--- src/rtl/cordic_pkg.sv ---
// Shared CORDIC constants: 4Q22 arctangent table, quarter/half-turn angles
// and the state encoding of the iterative phase extractor.
package cordic_pkg;

  // Fractional bits of the stored angle constants (4Q22).
  localparam int TAB_P = 22;

  // pi and pi/2 in 4Q22, truncated toward zero like the table entries.
  localparam logic signed [25:0] PI_4Q22   = 26'sd13176794;
  localparam logic signed [25:0] PI_2_4Q22 = 26'sd6588397;

  typedef enum logic [1:0] {
    ST_IDLE = 2'd0,
    ST_ROT  = 2'd1,
    ST_DONE = 2'd2
  } state_t;

  // atan(2^-k) in 4Q22, truncated; k = 0..21, zero beyond the table.
  function automatic logic signed [25:0] atan_4q22(input logic [4:0] k);
    logic signed [25:0] v;
    case (k)
      5'd0:  v = 26'sd3294198;
      5'd1:  v = 26'sd1944679;
      5'd2:  v = 26'sd1027514;
      5'd3:  v = 26'sd521582;
      5'd4:  v = 26'sd261803;
      5'd5:  v = 26'sd131029;
      5'd6:  v = 26'sd65530;
      5'd7:  v = 26'sd32767;
      5'd8:  v = 26'sd16383;
      5'd9:  v = 26'sd8191;
      5'd10: v = 26'sd4095;
      5'd11: v = 26'sd2047;
      5'd12: v = 26'sd1023;
      5'd13: v = 26'sd511;
      5'd14: v = 26'sd255;
      5'd15: v = 26'sd127;
      5'd16: v = 26'sd63;
      5'd17: v = 26'sd31;
      5'd18: v = 26'sd15;
      5'd19: v = 26'sd7;
      5'd20: v = 26'sd3;
      5'd21: v = 26'sd1;
      default: v = 26'sd0;
    endcase
    return v;
  endfunction

endpackage

--- src/rtl/cordic_vec_stage.sv ---
// One CORDIC vectoring micro-rotation: drives y toward zero and accumulates
// the rotated angle in z. Purely combinational; the FSM iterates it.
module cordic_vec_stage #(
  parameter int W  = 29,
  parameter int ZW = 26,
  parameter int KW = 5
) (
  input  logic signed [W-1:0]  x,
  input  logic signed [W-1:0]  y,
  input  logic signed [ZW-1:0] z,
  input  logic [KW-1:0]        k,
  input  logic signed [ZW-1:0] atan_k,
  output logic signed [W-1:0]  x_next,
  output logic signed [W-1:0]  y_next,
  output logic signed [ZW-1:0] z_next
);

  logic signed [W-1:0] x_sh;
  logic signed [W-1:0] y_sh;

  // Rotate by -/+ atan(2^-k) depending on the sign of y; both updates use
  // the pre-rotation x and y.
  always_comb begin
    x_sh = x >>> k;
    y_sh = y >>> k;
    if (!y[W-1]) begin
      x_next = x + y_sh;
      y_next = y - x_sh;
      z_next = z + atan_k;
    end else begin
      x_next = x - y_sh;
      y_next = y + x_sh;
      z_next = z - atan_k;
    end
  end

endmodule

--- src/rtl/atan2_clocked.sv ---
// Iterative CORDIC vectoring phase extractor: atan2(y, x) of a 3Qp pair,
// returned as a pdQp angle in [-pi, +pi], one micro-rotation per clock.
//
// Handshake: i_start is looked at only in IDLE; an accepted start raises
// o_busy on the next cycle, o_busy stays high through the result cycle, and
// o_valid pulses for exactly that one cycle with o_phi, which then holds
// until the next o_valid. Starts while busy (including the o_valid cycle)
// are dropped without any indication.
module atan2_clocked
  import cordic_pkg::*;
#(
  parameter int pd   = 4,
  parameter int p    = 22,
  parameter int ITER = 20
) (
  input  logic              clk,
  input  logic              rst,
  input  logic              i_start,
  input  logic [3+p-1:0]    i_x,
  input  logic [3+p-1:0]    i_y,
  output logic              o_busy,
  output logic              o_valid,
  output logic [pd+p-1:0]   o_phi,
  output state_t            o_dbg_state
);

  // 5 integer bits hold the CORDIC gain growth, 2 guard fractional bits.
  localparam int W  = 5 + p + 2;
  localparam int ZW = pd + p;
  localparam int KW = 5;
  localparam int SH = TAB_P - p;

  localparam logic signed [ZW-1:0] PI_2_P = ZW'(PI_2_4Q22 >>> SH);

  state_t              state;
  logic [KW-1:0]       k;
  logic signed [W-1:0] x_q;
  logic signed [W-1:0] y_q;
  logic signed [ZW-1:0] z_q;
  logic                zero_q;

  logic signed [W-1:0]  xs;
  logic signed [W-1:0]  ys;
  logic signed [W-1:0]  x0;
  logic signed [W-1:0]  y0;
  logic signed [ZW-1:0] z0;
  logic signed [ZW-1:0] atan_k;
  logic signed [W-1:0]  x_n;
  logic signed [W-1:0]  y_n;
  logic signed [ZW-1:0] z_n;

  // Quadrant pre-rotation of the sign-extended operands into the right half
  // plane; y = 0 with x < 0 lands on +pi/2, so that case resolves to +pi.
  always_comb begin
    xs = {{2{i_x[3+p-1]}}, i_x, 2'b00};
    ys = {{2{i_y[3+p-1]}}, i_y, 2'b00};
    if (!xs[W-1]) begin
      x0 = xs;
      y0 = ys;
      z0 = '0;
    end else if (!ys[W-1]) begin
      x0 = ys;
      y0 = -xs;
      z0 = PI_2_P;
    end else begin
      x0 = -ys;
      y0 = xs;
      z0 = -PI_2_P;
    end
  end

  // Table entry for the current micro-rotation, rescaled to p fraction bits.
  always_comb begin
    atan_k = ZW'(atan_4q22(k) >>> SH);
  end

  cordic_vec_stage #(
    .W  (W),
    .ZW (ZW),
    .KW (KW)
  ) u_stage (
    .x      (x_q),
    .y      (y_q),
    .z      (z_q),
    .k      (k),
    .atan_k (atan_k),
    .x_next (x_n),
    .y_next (y_n),
    .z_next (z_n)
  );

  assign o_dbg_state = state;

  // Control FSM with registered handshake outputs and the rotation datapath.
  always_ff @(posedge clk) begin
    if (rst) begin
      state   <= ST_IDLE;
      k       <= '0;
      x_q     <= '0;
      y_q     <= '0;
      z_q     <= '0;
      zero_q  <= 1'b0;
      o_busy  <= 1'b0;
      o_valid <= 1'b0;
      o_phi   <= '0;
    end else begin
      case (state)
        ST_IDLE: begin
          o_valid <= 1'b0;
          if (i_start) begin
            x_q    <= x0;
            y_q    <= y0;
            z_q    <= z0;
            // A zero vector has no angle; the iterations would still walk
            // z upward, so the result is forced to 0 instead.
            zero_q <= (i_x == '0) && (i_y == '0);
            k      <= '0;
            o_busy <= 1'b1;
            state  <= ST_ROT;
          end
        end
        ST_ROT: begin
          x_q <= x_n;
          y_q <= y_n;
          z_q <= z_n;
          k   <= k + 1'b1;
          if (k == KW'(ITER - 1)) begin
            o_phi   <= zero_q ? '0 : z_n;
            o_valid <= 1'b1;
            state   <= ST_DONE;
          end
        end
        ST_DONE: begin
          o_valid <= 1'b0;
          o_busy  <= 1'b0;
          state   <= ST_IDLE;
        end
        default: begin
          o_valid <= 1'b0;
          o_busy  <= 1'b0;
          state   <= ST_IDLE;
        end
      endcase
    end
  end

endmodule

--- config.mk ---
export PLATFORM = sky130hd
export DESIGN_NAME = atan2_clocked
export DESIGN_NICKNAME = d
export VERILOG_FILES = /design/src/rtl/cordic_pkg.sv /design/src/rtl/cordic_vec_stage.sv /design/src/rtl/atan2_clocked.sv
export SDC_FILE = /design/constraint.sdc
export NUM_CORES = 1
export LEC_CHECK = 0
export CAP_MARGIN = 5
export CORE_UTILIZATION = 45
export CTS_BUF_LIST = sky130_fd_sc_hd__clkbuf_4 sky130_fd_sc_hd__clkbuf_8
export CTS_CLUSTER_DIAMETER = 60
export DETAILED_ROUTE_END_ITERATION = 12
export PLACE_DENSITY = 0.73
export SLEW_MARGIN = 25
export SYNTH_ARGS = -nofsm -noshare
export SYNTH_HDL_FRONTEND = slang
export SYNTH_SLANG_ARGS = --single-unit
--- constraint.sdc ---
create_clock -name clk -period 8.67 [get_ports clk]
set_input_delay 1.3005 -clock clk [delete_from_list [all_inputs] [get_ports clk]]
set_output_delay 1.3005 -clock clk [all_outputs]
set_load 0.01 [all_outputs]
==> results.sh, run 1 <==
export IMPL_status="finished, final reports clean"
export IMPL_cts_inserted_buffers=17
export IMPL_cts_hold_buf=0
export IMPL_worstPathArrival_ns=7.01
export IMPL_synth_top_area_share_pct=17.30
export IMPL_fin_util_pct=49.68
export IMPL_r2r_start="k[1]"
export IMPL_path_clk_slew_ns=0.10
export IMPL_die_width_um=193.1
export IMPL_drc=0
export IMPL_ant_nets=0
export IMPL_hold_viol=0
export IMPL_gp_congestion=0.9847
export IMPL_cts_root_buffer_cell="clkbuf_8"
export IMPL_crit_path_end_kind="flop"
export IMPL_worstSkewPairLatency_ns=0.50
export IMPL_max_freq_mhz=150.5
export IMPL_grt_pass1_vias=15320
export IMPL_place_ws_ns=2.166
export IMPL_firstDrtPassIters=6
export IMPL_leakage_nw=6.768
export IMPL_drt_total_wl_um=58880
export IMPL_synth_async_reset_ratio_pct=0
export IMPL_finalCritPeriodShare_pct=76.66
export IMPL_hp_class="reg2reg"
export IMPL_rrSetupSlack_ns=2.02
export IMPL_layout_cells_non_filler=2539
export IMPL_first_iter_violations=1919
export IMPL_synth_flop_cell="dfxtp_1"
export IMPL_required_ns=9.04
export IMPL_worstHoldEndpoint="o_valid"
export IMPL_avgRoutedWirePerCell_um=23.19
export IMPL_synth_top_cell_by_area="dfxtp_1"
export IMPL_final_setup_worst_slack_ns=2.023
export IMPL_final_layout_size_suffix_gt1_share_pct=8.714
export IMPL_internal_power_mw=2.211
export IMPL_tightest_slew_ns=0.9958
export IMPL_vdd_ir_drop_max_mv=0.1712
export IMPL_final_nets=2218
export IMPL_initial_core_util_pct=45.97
export IMPL_worstReg2RegEnd="y_q[28]"
export IMPL_dp_hpwl_um=43660
export IMPL_htree_levels=4
export IMPL_period_minus_slack_ns=6.647
export IMPL_slew_headroom_pct=33.61
export IMPL_port_buffers=82
export IMPL_grt_pass1_wl_um=89380
export IMPL_drv_slew=0
export IMPL_post_cts_buffers=0
export IMPL_syn2layout_area_growth_pct=8.080
export IMPL_num_vias=17020
export IMPL_ioPinCount=83
export IMPL_synthCells=2086
export IMPL_seqPwrFrac_pct=21.8
export IMPL_place_inst=2506
export IMPL_synth_edf_count=0
export IMPL_skew_ns=0.01849
export IMPL_tritoncts="done"
export IMPL_synth_fp_nets=2240
export IMPL_drv_cap=0
export IMPL_via_per_inst=6.703
export IMPL_synth_seq_cells=142
export IMPL_clockBufferDepth=2
export IMPL_yosys_warnings=0
export IMPL_p_switching_mw=2.310
export IMPL_seq_area_frac_synth_pct=17.30
export IMPL_layout_common_cells="261 x nor2_1, 175 x a21oi_1, 143 x nand2_1"
export IMPL_reg2reg_depth=21
export IMPL_num_rows=69
export IMPL_grt_antenna_before_repair=1
export IMPL_tns_ns=0
export IMPL_rsz0062_at_grt="no"
export IMPL_grt_max_degree=76
export IMPL_hold_depth=2
export IMPL_syn_area_um2=16430
export IMPL_ys_top_cells_by_area="dfxtp_1 17%, mux4_2 8.9%, ha_1 7.5%"
export IMPL_combPwrFrac_pct=66.4
export IMPL_final_common_cell="nor2_1"
export IMPL_clkPwrFrac_pct=11.8
export IMPL_die_y_um=193.1
export IMPL_ys_types=89
export IMPL_hold_start="o_valid"
export IMPL_clock_sinks=142
export IMPL_avgSynthCellArea_um2=7.876
export IMPL_netSwitchingFraction_pct=51.10
export IMPL_setup_viol=0
export IMPL_startpoint_type="flop"
export IMPL_power_density_nw_per_um2=254.6
export IMPL_core_area_um2=35740
export IMPL_crit_fanout=54
export IMPL_die_area_um2=37280
export IMPL_crit_type="reg2reg"
export IMPL_grt_use_total_pct=31.33
export IMPL_cts_resized=0
export IMPL_grt_ovfl_total=0
-- cell type report --
class | count | area, µm²
Clock inverter | 15 | 130.1
Timing Repair Buffer | 101 | 963.4
Antenna cell | 1 | 2.502
Inverter | 56 | 210.2
Sequential cell | 142 | 2855
Tap cell | 461 | 576.8
Fill cell | 3539 | 17980
Multi-Input combinational cell | 1746 | 12780
Clock buffer | 17 | 234.0
-- cells in the mapped netlist, types with 52 or more instances --
cell type,count
ha_1,98
a21oi_1,176
nor3_1,54
o21ai_0,105
nand2_1,143
dfxtp_1,142
clkbuf_1,100
inv_1,52
mux2i_1,60
xnor2_1,95
mux4_2,65
a211oi_1,121
nor2_1,263
xor2_1,74
-- per-stage QoR --
stage / power (mW) / hold slack, ns / instance area [µm²]
after global routing: 4.814 / 0.4861 / 17750
after detailed placement: 3.884 / 0.4448 / 17380
after global placement: 3.844 / 0.4410 / 17360
after floorplan: 3.162 / 0.4622 / 16430
final: 4.520 / 0.4515 / 17760
after CTS: 4.437 / 0.4602 / 17740
-- metal layers --
metal	share of wire [%]	global-route usage (%)
met4	3.5	12.02
met1	43	44.44
met5	0	0
met3	11	7.222
met2	42	45.70
-- power by group through the flow --
| stage | sequential [mW] | clock [mW] | combinational (mW) |
|---|---|---|---|
| final | 0.987 | 0.534 | 3.00 |
| after global routing | 0.990 | 0.560 | 3.26 |
| after CTS | 0.965 | 0.541 | 2.93 |
| after detailed placement | 0.979 | 0 | 2.91 |
| after global placement | 0.977 | 0 | 2.87 |
| after floorplan | 0.847 | 0 | 2.32 |
-- cell families (layout without fill, tap and decap cells) --
kind of cell | count (synthesis) | in the layout | synth area share [%]
AOI/OAI and AO/OA | 657 | 657 | 26.37
adders and majority gates | 101 | 101 | 7.829
muxes | 156 | 156 | 15.40
buffers and inverters | 198 | 189 | 5.026
and+or+nand+nor | 663 | 663 | 19.06
xor gates and xnor gates | 169 | 169 | 9.009
DFF | 142 | 142 | 17.30
other | 0 | 1 | 0
-- flip-flops by register name (all words and copies together), names as in the netlist --
name	flops
zero_q	1
o_busy	1
o_dbg_state	2
k	5
atan_k	22
o_valid	1
z_q	26
o_phi	26
x_q	29
y_q	29
-- worst max path at each step --
stage | slack, ns | from | endpoint
6_report | 2.02 | k[1] | y_q[28]
5_1_grt | 1.53 | k[1] | y_q[28]
4_1_cts | 2.12 | k[1] | y_q[28]
3_5_place_dp | 2.17 | k[1] | y_q[28]
3_3_place_gp | 2.32 | k[1] | y_q[28]
2_1_floorplan | 3.17 | k[0] | x_q[28]
-- critical path: stages (launching register included) --
cell and delay, ns:
dfxtp_4 0.81, buf_4 0.60, mux4_1 0.63, mux2_2 0.30
a32o_2 0.24, a211oi_4 0.37, nand2_1 0.14, nor4_2 0.31
and3_1 0.31, nor2_1 0.07, xor2_1 0.17, ha_1 0.38
a21o_1 0.19, a21oi_1 0.19, o21a_1 0.16, o32ai_1 0.11
a211oi_1 0.48, o21bai_1 0.20, a41o_1 0.27, a211oi_1 0.29
xnor2_1 0.16, o22ai_1 0.10
Note: power is estimated with default switching activity, not from simulation.
==> inputs of run 2 (changes only) <==
Settings changed: PLACE_DENSITY 0.73 to 0.75.
Clock period 8.67 ns to 5.8 ns, I/O delays scaled along.
==> results.sh, run 2 (synthesis gave the netlist of run 1 again) <==
export IMPL_dpl_cell_area_um2=18040
export IMPL_clockBufferDepth=2
export IMPL_slowest_delay_ns=0.52
export IMPL_grt_busiest_layer="met1"
export IMPL_num_vias=17610
export IMPL_port_buffers=82
export IMPL_slew_headroom_pct=21.01
export IMPL_seq_area_um2=2855
export IMPL_crit_path_end_kind="flop"
export IMPL_largest_registers="x_q x29, y_q x29"
export IMPL_grt_pass1_wl_um=95880
export IMPL_first_iter_violations=2273
export IMPL_finalCritPeriodShare_pct=97.21
export IMPL_drv_slew=0
export IMPL_crit_type="reg2reg"
export IMPL_antenna_cells=0
export IMPL_clock_sinks=142
export IMPL_grt_max_degree=77
export IMPL_num_rows=69
export IMPL_worstPathCellList="buf_6, buf_6, mux4_2, nand2_1, nand2_1, mux4_2, nand3b_1, or3_1, nor3_1, xnor2_1, o22ai_1, ha_1, nand4_1, nor3_1, nand3_1, o211ai_1, nand4_1, and4_1, o31ai_2, xor2_1, or3_1, a31oi_1"
export IMPL_grt_antenna_before_repair=4
export IMPL_required_ns=6.24
export IMPL_cts_inserted_buffers=17
export IMPL_endpoint="x_q[28]"
export IMPL_final_layout_size_suffix_gt1_share_pct=13.68
export IMPL_ioPinCount=83
export IMPL_met3_usage_pct=9.050
export IMPL_skew_ns=0.01871
export IMPL_drt_total_wl_um=64070
export IMPL_drv_cap=0
export IMPL_hold_ws_ns=0.4605
export IMPL_via_per_inst=6.670
export IMPL_startpoint_type="flop"
export IMPL_tightest_slew_ns=1.178
export IMPL_fillCellCount=3410
export IMPL_final_nets=2320
export IMPL_grt_use_total_pct=33.96
export IMPL_final_common_cell="nor2_1"
export IMPL_worstPathArrival_ns=6.08
export IMPL_firstDrtPassIters=6
export IMPL_grt_ovfl_total=0
export IMPL_die_width_um=193.1
export IMPL_path_clk_slew_ns=0.10
export IMPL_layout_common_cells="259 x nor2_1, 174 x a21oi_1, 143 x nand2_1"
export IMPL_leakage_nw=7.321
export IMPL_period_minus_slack_ns=5.638
export IMPL_tritoncts="done"
export IMPL_use_met2_pct=48.26
export IMPL_crit_fanout=10
export IMPL_die_area_um2=37280
export IMPL_setup_viol=0
export IMPL_initial_core_util_pct=45.97
export IMPL_power_density_nw_per_um2=382.2
export IMPL_multiInputGateArea_um2=12850
export IMPL_tns_ns=0
export IMPL_worstReg2RegEnd="x_q[28]"
export IMPL_reg2reg_depth=22
export IMPL_cts_root_buffer_cell="clkbuf_8"
export IMPL_ant_nets=0
export IMPL_worstSkewPairLatency_ns=0.51
export IMPL_max_freq_mhz=177.4
export IMPL_syn2layout_area_growth_pct=13.88
export IMPL_hold_viol=0
export IMPL_drc=0
export IMPL_gp_congestion=1.027
export IMPL_setup_worst_path_start="k[1]"
export IMPL_r2r_start="k[1]"
export IMPL_fin_util_pct=52.35
export IMPL_grt_pass1_vias=16100
export IMPL_rrSetupSlack_ns=0.16
export IMPL_hp_class="reg2reg"
export IMPL_status="finished, final reports clean"
export IMPL_grtUsageMet1_pct=49.16
export IMPL_htree_levels=4
export IMPL_final_area_um2=18710
export IMPL_dp_hpwl_um=48450
export IMPL_die_y_um=193.1
export IMPL_vdd_ir_drop_max_mv=0.2608
export IMPL_avgRoutedWirePerCell_um=24.27
export IMPL_core_area_um2=35740
export IMPL_critPathSlowestCell="mux4_2"
-- run 2: stage by stage --
stage / instances / setup WS (ns) / power, mW
2_1_floorplan: 2086 / 0.3001 / 4.726
3_3_place_gp: 2591 / 0.1287 / 5.925
3_5_place_dp: 2591 / 0.05293 / 5.994
4_1_cts: 2623 / 0.02017 / 6.898
5_1_grt: 2640 / -0.05044 / 7.610
6_report: 2640 / 0.1619 / 7.151
-- run 2: final cells by class --
cell class	instances	share of cell area [%]
inverter	56	1.137
clock buffer	17	1.251
tap	461	3.083
multi-input combinational	1746	68.68
sequential	142	15.26
timing repair buffer	203	9.664
clock inverter	15	0.9229
-- run 2: worst min path at each step --
stage / start / endpoint / slack, ns / depth (start not counted)
4_1_cts: o_valid / o_valid / 0.46 / 2
3_3_place_gp: o_valid / o_valid / 0.44 / 2
2_1_floorplan: y_q[0] / y_q[0] / 0.46 / 2
6_report: o_valid / o_valid / 0.46 / 2
5_1_grt: o_valid / o_valid / 0.49 / 2
3_5_place_dp: o_valid / o_valid / 0.44 / 2
-- run 2: what timing repair did --
item                                    in CTS  in global routing
setup buffers                                0                 17
hold endpoints to repair                     0                  0
endpoints found under the setup margin       0                 15
hold buffers                                 0                  0
gates resized for setup                      0                 22
-- run 2: report_power, final --
part           leakage [nW]  total (mW)  switching [mW]  internal [mW]
registers              1.17        1.42           0.308           1.11
logic                  5.95        4.86            2.80           2.05
clock network         0.205       0.876           0.514          0.362
total                  7.32        7.15            3.62           3.53
-- run 2: worst max-delay path: cells and delay by family, from the launching register on --
| family | cells | cell delay, ns |
|---|---|---|
| compound gates | 4 | 0.71 |
| simple gates | 11 | 2.38 |
| xor+xnor | 2 | 0.27 |
| fa+ha+maj | 1 | 0.37 |
| mux | 2 | 1.03 |
| flops | 1 | 0.45 |
| buf+inv | 2 | 0.36 |
-- run 2: routing by layer --
metal / up-vias / wire length [µm] / part of all wire [%]
met5: - / 23 / 0.036
met4: 2 / 2143 / 3.3
met3: 145 / 7565 / 12
met2: 1067 / 26270 / 41
met1: 8397 / 28070 / 44
li1: 7998 / - / -
